===== src/rtl/pipelined_cla_addsub.sv =====
// Two-stage pipelined carry-lookahead adder/subtractor with valid/ready handshake and flags.
// Optional macro CLA_SATURATE_EN clamps F to the signed limit when OF is set.
module pipelined_cla_addsub #(
    parameter int unsigned WIDTH = 16, // even, >= 4
    parameter int unsigned GROUP = 4   // must divide WIDTH/2
) (
    input  logic             clk,
    input  logic             rst_n,
    input  logic             in_valid,
    output logic             in_ready,
    input  logic [WIDTH-1:0] A,
    input  logic [WIDTH-1:0] B,
    input  logic             C0,
    input  logic             MODE,
    output logic             out_valid,
    input  logic             out_ready,
    output logic [WIDTH-1:0] F,
    output logic             CO,
    output logic             OF,
    output logic             ZF,
    output logic             SF
);

    localparam int unsigned H  = WIDTH / 2;
    localparam int unsigned NG = H / GROUP;

    // Half-width CLA: returns {carry_out, sum}. Group G/P collapse feeds the group carry chain;
    // bit carries inside each group are derived from that group's incoming carry.
    function automatic logic [H:0] cla_half(input logic [H-1:0] a, input logic [H-1:0] b,
                                            input logic cin);
        logic [H-1:0]  g;
        logic [H-1:0]  p;
        logic [H-1:0]  c;
        logic [NG:0]   gc;
        logic          gg;
        logic          gp;
        g     = a & b;
        p     = a | b;
        gc[0] = cin;
        for (int k = 0; k < int'(NG); k++) begin
            gg = 1'b0;
            gp = 1'b1;
            for (int j = 0; j < int'(GROUP); j++) begin
                gg = g[k*GROUP+j] | (p[k*GROUP+j] & gg);
                gp = gp & p[k*GROUP+j];
            end
            gc[k+1] = gg | (gp & gc[k]);
        end
        for (int i = 0; i < int'(H); i++) begin
            if ((i % int'(GROUP)) == 0) begin
                c[i] = gc[i/GROUP];
            end else begin
                c[i] = g[i-1] | (p[i-1] & c[i-1]);
            end
        end
        return {gc[NG], a ^ b ^ c};
    endfunction

    // Stage 1 state
    logic         s1_valid_q, s1_valid_d;
    logic [H-1:0] s1_sum_lo_q, s1_sum_lo_d;
    logic         s1_carry_q, s1_carry_d;
    logic [H-1:0] s1_a_hi_q, s1_a_hi_d;
    logic [H-1:0] s1_b_hi_q, s1_b_hi_d;
    logic         s1_mode_q, s1_mode_d;

    // Stage 2 (output) state
    logic             out_valid_q, out_valid_d;
    logic [WIDTH-1:0] f_q, f_d;
    logic             co_q, co_d;
    logic             of_q, of_d;
    logic             zf_q, zf_d;
    logic             sf_q, sf_d;

    logic             accept;
    logic             advance;
    logic [WIDTH-1:0] b_eff;
    logic             cin_eff;
    logic [H:0]       lo_res;
    logic [H:0]       hi_res;
    logic             raw_carry;
    logic             carry_into_msb;
    logic             ovf;
    logic [WIDTH-1:0] f_wrap;
    logic [WIDTH-1:0] f_final;

    assign advance  = s1_valid_q & (~out_valid_q | out_ready);
    assign in_ready = ~s1_valid_q | advance;
    assign accept   = in_valid & in_ready;

    assign b_eff   = MODE ? ~B : B;
    assign cin_eff = MODE ? ~C0 : C0;
    assign lo_res  = cla_half(A[H-1:0], b_eff[H-1:0], cin_eff);

    always_comb begin
        s1_valid_d  = s1_valid_q;
        s1_sum_lo_d = s1_sum_lo_q;
        s1_carry_d  = s1_carry_q;
        s1_a_hi_d   = s1_a_hi_q;
        s1_b_hi_d   = s1_b_hi_q;
        s1_mode_d   = s1_mode_q;
        if (accept) begin
            s1_valid_d  = 1'b1;
            s1_sum_lo_d = lo_res[H-1:0];
            s1_carry_d  = lo_res[H];
            s1_a_hi_d   = A[WIDTH-1:H];
            s1_b_hi_d   = b_eff[WIDTH-1:H];
            s1_mode_d   = MODE;
        end else if (advance) begin
            s1_valid_d  = 1'b0;
        end
    end

    assign hi_res    = cla_half(s1_a_hi_q, s1_b_hi_q, s1_carry_q);
    assign raw_carry = hi_res[H];
    assign f_wrap    = {hi_res[H-1:0], s1_sum_lo_q};
    // Carry into the MSB recovered from its sum bit: s = a ^ b ^ c.
    assign carry_into_msb = s1_a_hi_q[H-1] ^ s1_b_hi_q[H-1] ^ hi_res[H-1];
    assign ovf            = carry_into_msb ^ raw_carry;

`ifdef CLA_SATURATE_EN
    // Overflow implies A and B' share a sign, so A's MSB gives the clamp direction.
    always_comb begin
        f_final = f_wrap;
        if (ovf) begin
            f_final = s1_a_hi_q[H-1] ? {1'b1, {(WIDTH-1){1'b0}}} : {1'b0, {(WIDTH-1){1'b1}}};
        end
    end
`else
    assign f_final = f_wrap;
`endif

    always_comb begin
        out_valid_d = out_valid_q;
        f_d         = f_q;
        co_d        = co_q;
        of_d        = of_q;
        zf_d        = zf_q;
        sf_d        = sf_q;
        if (advance) begin
            out_valid_d = 1'b1;
            f_d         = f_final;
            co_d        = s1_mode_q ? ~raw_carry : raw_carry;
            of_d        = ovf;
            zf_d        = (f_final == '0);
            sf_d        = f_final[WIDTH-1];
        end else if (out_ready) begin
            out_valid_d = 1'b0;
        end
    end

    always_ff @(posedge clk or negedge rst_n) begin
        if (!rst_n) begin
            s1_valid_q  <= 1'b0;
            s1_sum_lo_q <= '0;
            s1_carry_q  <= 1'b0;
            s1_a_hi_q   <= '0;
            s1_b_hi_q   <= '0;
            s1_mode_q   <= 1'b0;
            out_valid_q <= 1'b0;
            f_q         <= '0;
            co_q        <= 1'b0;
            of_q        <= 1'b0;
            zf_q        <= 1'b0;
            sf_q        <= 1'b0;
        end else begin
            s1_valid_q  <= s1_valid_d;
            s1_sum_lo_q <= s1_sum_lo_d;
            s1_carry_q  <= s1_carry_d;
            s1_a_hi_q   <= s1_a_hi_d;
            s1_b_hi_q   <= s1_b_hi_d;
            s1_mode_q   <= s1_mode_d;
            out_valid_q <= out_valid_d;
            f_q         <= f_d;
            co_q        <= co_d;
            of_q        <= of_d;
            zf_q        <= zf_d;
            sf_q        <= sf_d;
        end
    end

    assign out_valid = out_valid_q;
    assign F         = f_q;
    assign CO        = co_q;
    assign OF        = of_q;
    assign ZF        = zf_q;
    assign SF        = sf_q;

endmodule


===== config.mk =====
export PLATFORM = sky130hd
export DESIGN_NAME = pipelined_cla_addsub
export DESIGN_NICKNAME = d
export VERILOG_FILES = /design/src/rtl/pipelined_cla_addsub.sv
export SDC_FILE = /design/constraint.sdc
export NUM_CORES = 1
export LEC_CHECK = 0
export CORE_ASPECT_RATIO = 0.6
export CORE_UTILIZATION = 58
export CTS_BUF_LIST = sky130_fd_sc_hd__clkbuf_4 sky130_fd_sc_hd__clkbuf_8
export CTS_CLUSTER_DIAMETER = 120
export CTS_CLUSTER_SIZE = 24
export DETAILED_ROUTE_END_ITERATION = 10
export PLACE_DENSITY = 0.91
export SYNTH_ARGS = -nofsm -noshare
export SYNTH_HDL_FRONTEND = slang
export SYNTH_SLANG_ARGS = --single-unit

===== constraint.sdc =====
create_clock -name clk -period 5.95 [get_ports clk]
set_input_delay 1.19 -clock clk [delete_from_list [all_inputs] [get_ports clk]]
set_output_delay 1.19 -clock clk [all_outputs]
set_load 0.01 [all_outputs]

==> flow_metrics.py <==
metrics = {
    "cts": {
        "cts_made_buffers": 5,
        "clk_latency_ps": 300,
        "htree_levels": 2,
        "clkTransAtPathRegs_ps": 90,
        "cts_tree": "yes",
        "cts.root.buffer_cell": "clkbuf_8",
        "cts_hold_buf": 0,
        "cts_setup_buffers": 0,
        "cts_num_sinks": 47,
        "cts_resized": 0,
        "ctsLongestPathBuffers": 2,
    },
    "yosys": {
        "yosys-top-cells-area": "dfrtp_1 40%, ha_1 14%, mux2_2 8.4%, fa_1 8.1%, inv_1 5.3%",
        "ys_types": 38,
        "yosys.area_share.xor_xnor_pct": 6.23,
        "synth_top_family_by_area": "adder cells",
        "syn-num-nets": 354,
        "synthSimpleGateAreaFrac_pct": 8.91,
        "syn_area_mm2": 0.00295,
        "muxShareOfSynthArea_pct": 9.08,
        "yosysSeqAreaShare_pct": 39.9,
        "yosysWarningCount": 0,
        "ys_seq_elements": 47,
        "post_synth.cell_area_avg_um2": 10.8,
        "yosys.area.top_type": "dfrtp_1",
        "synth_fa_ha_area_share_pct": 21.7,
        "synth_top_area_share_pct": 39.9,
        "synth_compound_area_share_pct": 7.25,
        "synthCells": 272,
    },
    "grt": {
        "antenna_found_initial": 0,
        "grt_usage_pct": 26.5,
        "grt_start_max_net_pins": 48,
        "grt_overflow": 0,
        "grt_pass1_vias": 2272,
        "grt_pass1_wl_um": 10500,
    },
    "power_and_ir_drop": {
        "power_density_mw_per_mm2": 334,
        "p_int_uw": 844,
        "p_comb_share_pct": 38.5,
        "p_sw_share_pct": 32.1,
        "leakagePower_uw": 0.00176,
        "clkPwrFrac_pct": 22.6,
        "seqPwrFrac_pct": 38.9,
        "ir_worst_vdd_v": 0.000193,
        "switchingPower_uw": 400,
    },
    "worst_hold_path": {
        "hold_depth": 2,
        "min_from": "F[11]",
        "hold_path_end": "F[11]",
        "min_path_type": "flip-flop to flip-flop",
    },
    "floorplanning": {
        "dieArea_mm2": 0.00539,
        "start_util_pct": 62.4,
        "die_h_um": 57.2,
        "core_area_mm2": 0.00473,
        "ios": 60,
        "row_count": 19,
        "die_x_um": 94.1,
    },
    "placement": {
        "dp_cells": 387,
        "io_buffers": 59,
        "dpl_cell_area_mm2": 0.00358,
        "gp_congestion": 0.811,
        "dp.final_hpwl_um": 4570,
    },
    "critical_path": {
        "r2r-start": "s1_a_hi_q[1]",
        "cp_top_family": "adder cells",
        "r2r_slack_ps": 2030,
        "cp_max_fo": 16,
        "reg2reg_depth": 12,
        "cp_slowest_cell": "clkdlybuf4s50_1",
        "reg2reg_to": "OF",
        "cp-end-kind": "flip-flop",
        "cpPeakStageDelay_ps": 590,
        "path_cells": "clkdlybuf4s50_1 -> buf_4 -> xor2_1 -> inv_1 -> ha_1 -> a211oi_2 -> nor3_1 -> fa_1 -> inv_1 -> fa_1 -> fa_1 -> mux2_2",
        "worst_ep_arrival_time_ps": 4570,
        "crit_buf_inv": 4,
        "cp-start-kind": "primary input",
        "worst_path_most_repeated_cell": "fa_1",
        "crit_type": "primary input to flip-flop",
        "critical_path_required_ps": 6140,
    },
    "sta": {
        "setup-violations-final": 0,
        "tns_ps": 0,
        "maxSlewHeadroom_pct": 30.8,
        "max_freq_mhz": 229,
        "post-route-period-util_pct": 73.5,
        "drv_slew": 0,
        "worst_pin_slew_ps": 1040,
        "fin_skew_ps": 6.81,
        "period_minus_slack_ps": 4380,
        "hold_viol_final": 0,
        "rsz0062_at_grt": "no",
    },
    "final_layout": {
        "fillers": 304,
        "final_nets": 413,
        "multi_input_area_mm2": 0.00157,
        "fin_cells": 395,
        "final_common_cell": "clkdlybuf4s50_1",
        "seq_area_mm2": 0.00118,
        "area_growth_pct": 26.0,
        "layout_common_cells": "58 x clkdlybuf4s50_1, 47 x dfrtp_1, 42 x inv_1",
        "antenna_cells": 0,
        "final_cell_area_mm2": 0.00372,
        "drive_gt1_share_pct": 11.4,
    },
    "route": {
        "wl_per_cell_um": 16.1,
        "firstDrtPassIters": 5,
        "drtAntennaViolNets": 0,
        "vias_per_cell": 5.34,
        "drc": 0,
        "vias": 2108,
        "drt_wl_total_um": 6380,
        "drt-initial-drc-count": 111,
    },
    "run": {
        "maxCapViolCount": 0,
    },
    "outcome": {
        "status": "finished, final reports clean",
    },
}
## cells by family after synthesis
logic type / count (synthesis)
buffers and inverters: 51
and+or+nand+nor: 51
DFF: 47
adders and majority gates: 44
AOI/OAI and AO/OA: 34
muxes: 24
xor gates and xnor gates: 21
## worst max-delay path by stage
stage / from / end / depth (start not counted)
CTS: MODE / s1_sum_lo_q[6] / 12
global route: MODE / s1_sum_lo_q[6] / 12
finish: MODE / s1_sum_lo_q[6] / 12
global placement: MODE / s1_sum_lo_q[6] / 12
detailed placement: MODE / s1_sum_lo_q[6] / 12
floorplan: MODE / s1_sum_lo_q[6] / 13
## sequential cells by signal, indices dropped and copies added (netlist names)
register and count:
s1_b_hi_q 8, OF 1, SF 1, s1_sum_lo_q 8, s1_carry_q 1, s1_mode_q 1
F 15, s1_valid_q 1, CO 1, s1_a_hi_q 8, out_valid 1, ZF 1
## power by group through the flow
stage | combinational (uW) | sequential (uW) | clock (uW)
2_1_floorplan | 230 | 496 | 0
3_3_place_gp | 446 | 483 | 0
3_5_place_dp | 469 | 488 | 0
4_1_cts | 479 | 483 | 284
5_1_grt | 522 | 495 | 298
6_report | 478 | 484 | 281
## tightest hold or removal path, stage by stage (launching register included)
cell     delay [ps]
dfrtp_1         350
nand2_1          50
o21ai_0          60
## per-layer routing
| layer | up-vias | share of wire [%] | global-route usage [%] |
|---|---|---|---|
| li1 | 991 | - | - |
| met1 | 1025 | 42 | 33.1 |
| met2 | 77 | 49 | 44.6 |
| met3 | 15 | 6.8 | 7.60 |
| met4 | 0 | 1.8 | 9.45 |
| met5 | - | 0 | 0 |
## metrics by stage
stage / utilization (%) / hold WS (ps) / setup slack [ps] / power (uW)
6_report: 78.6 / 491 / 1570 / 1240
5_1_grt: 78.6 / 516 / 1450 / 1320
4_1_cts: 78.6 / 496 / 1600 / 1250
3_5_place_dp: 75.7 / 476 / 1290 / 957
3_3_place_gp: 75.7 / 464 / 1460 / 930
2_1_floorplan: - / 459 / 1860 / 726
## cell usage after synthesis (all sizes together)
library cell and n:
nand2b 3, o221a 1, a32oi 2, nor2b 3, o21a 1, inv 42
or3 1, nand3 2, dfrtp 47, fa 12, o31ai 4, clkbuf 4
a21o 1, nand3b 2, xnor2 3, ha 32, a21oi 12, a211oi 1
nor4 1, nor2 13, nor4b 2, o21ai 11, nand2 15, xor2 18
mux2i 2, nand4 2, mux2 22, o211ai 1, nor3b 1, nor3 2
buf 5, or4 4
## area by class of cell
type	count	area share [%]
Clock buffer	6	2.05
Clock inverter	2	1.62
Inverter	42	4.24
Multi-Input combinational cell	174	42.2
Sequential cell	47	31.6
Tap cell	63	2.12
Timing Repair Buffer	61	16.2
No activity file was read; power rests on OpenSTA's default activity.
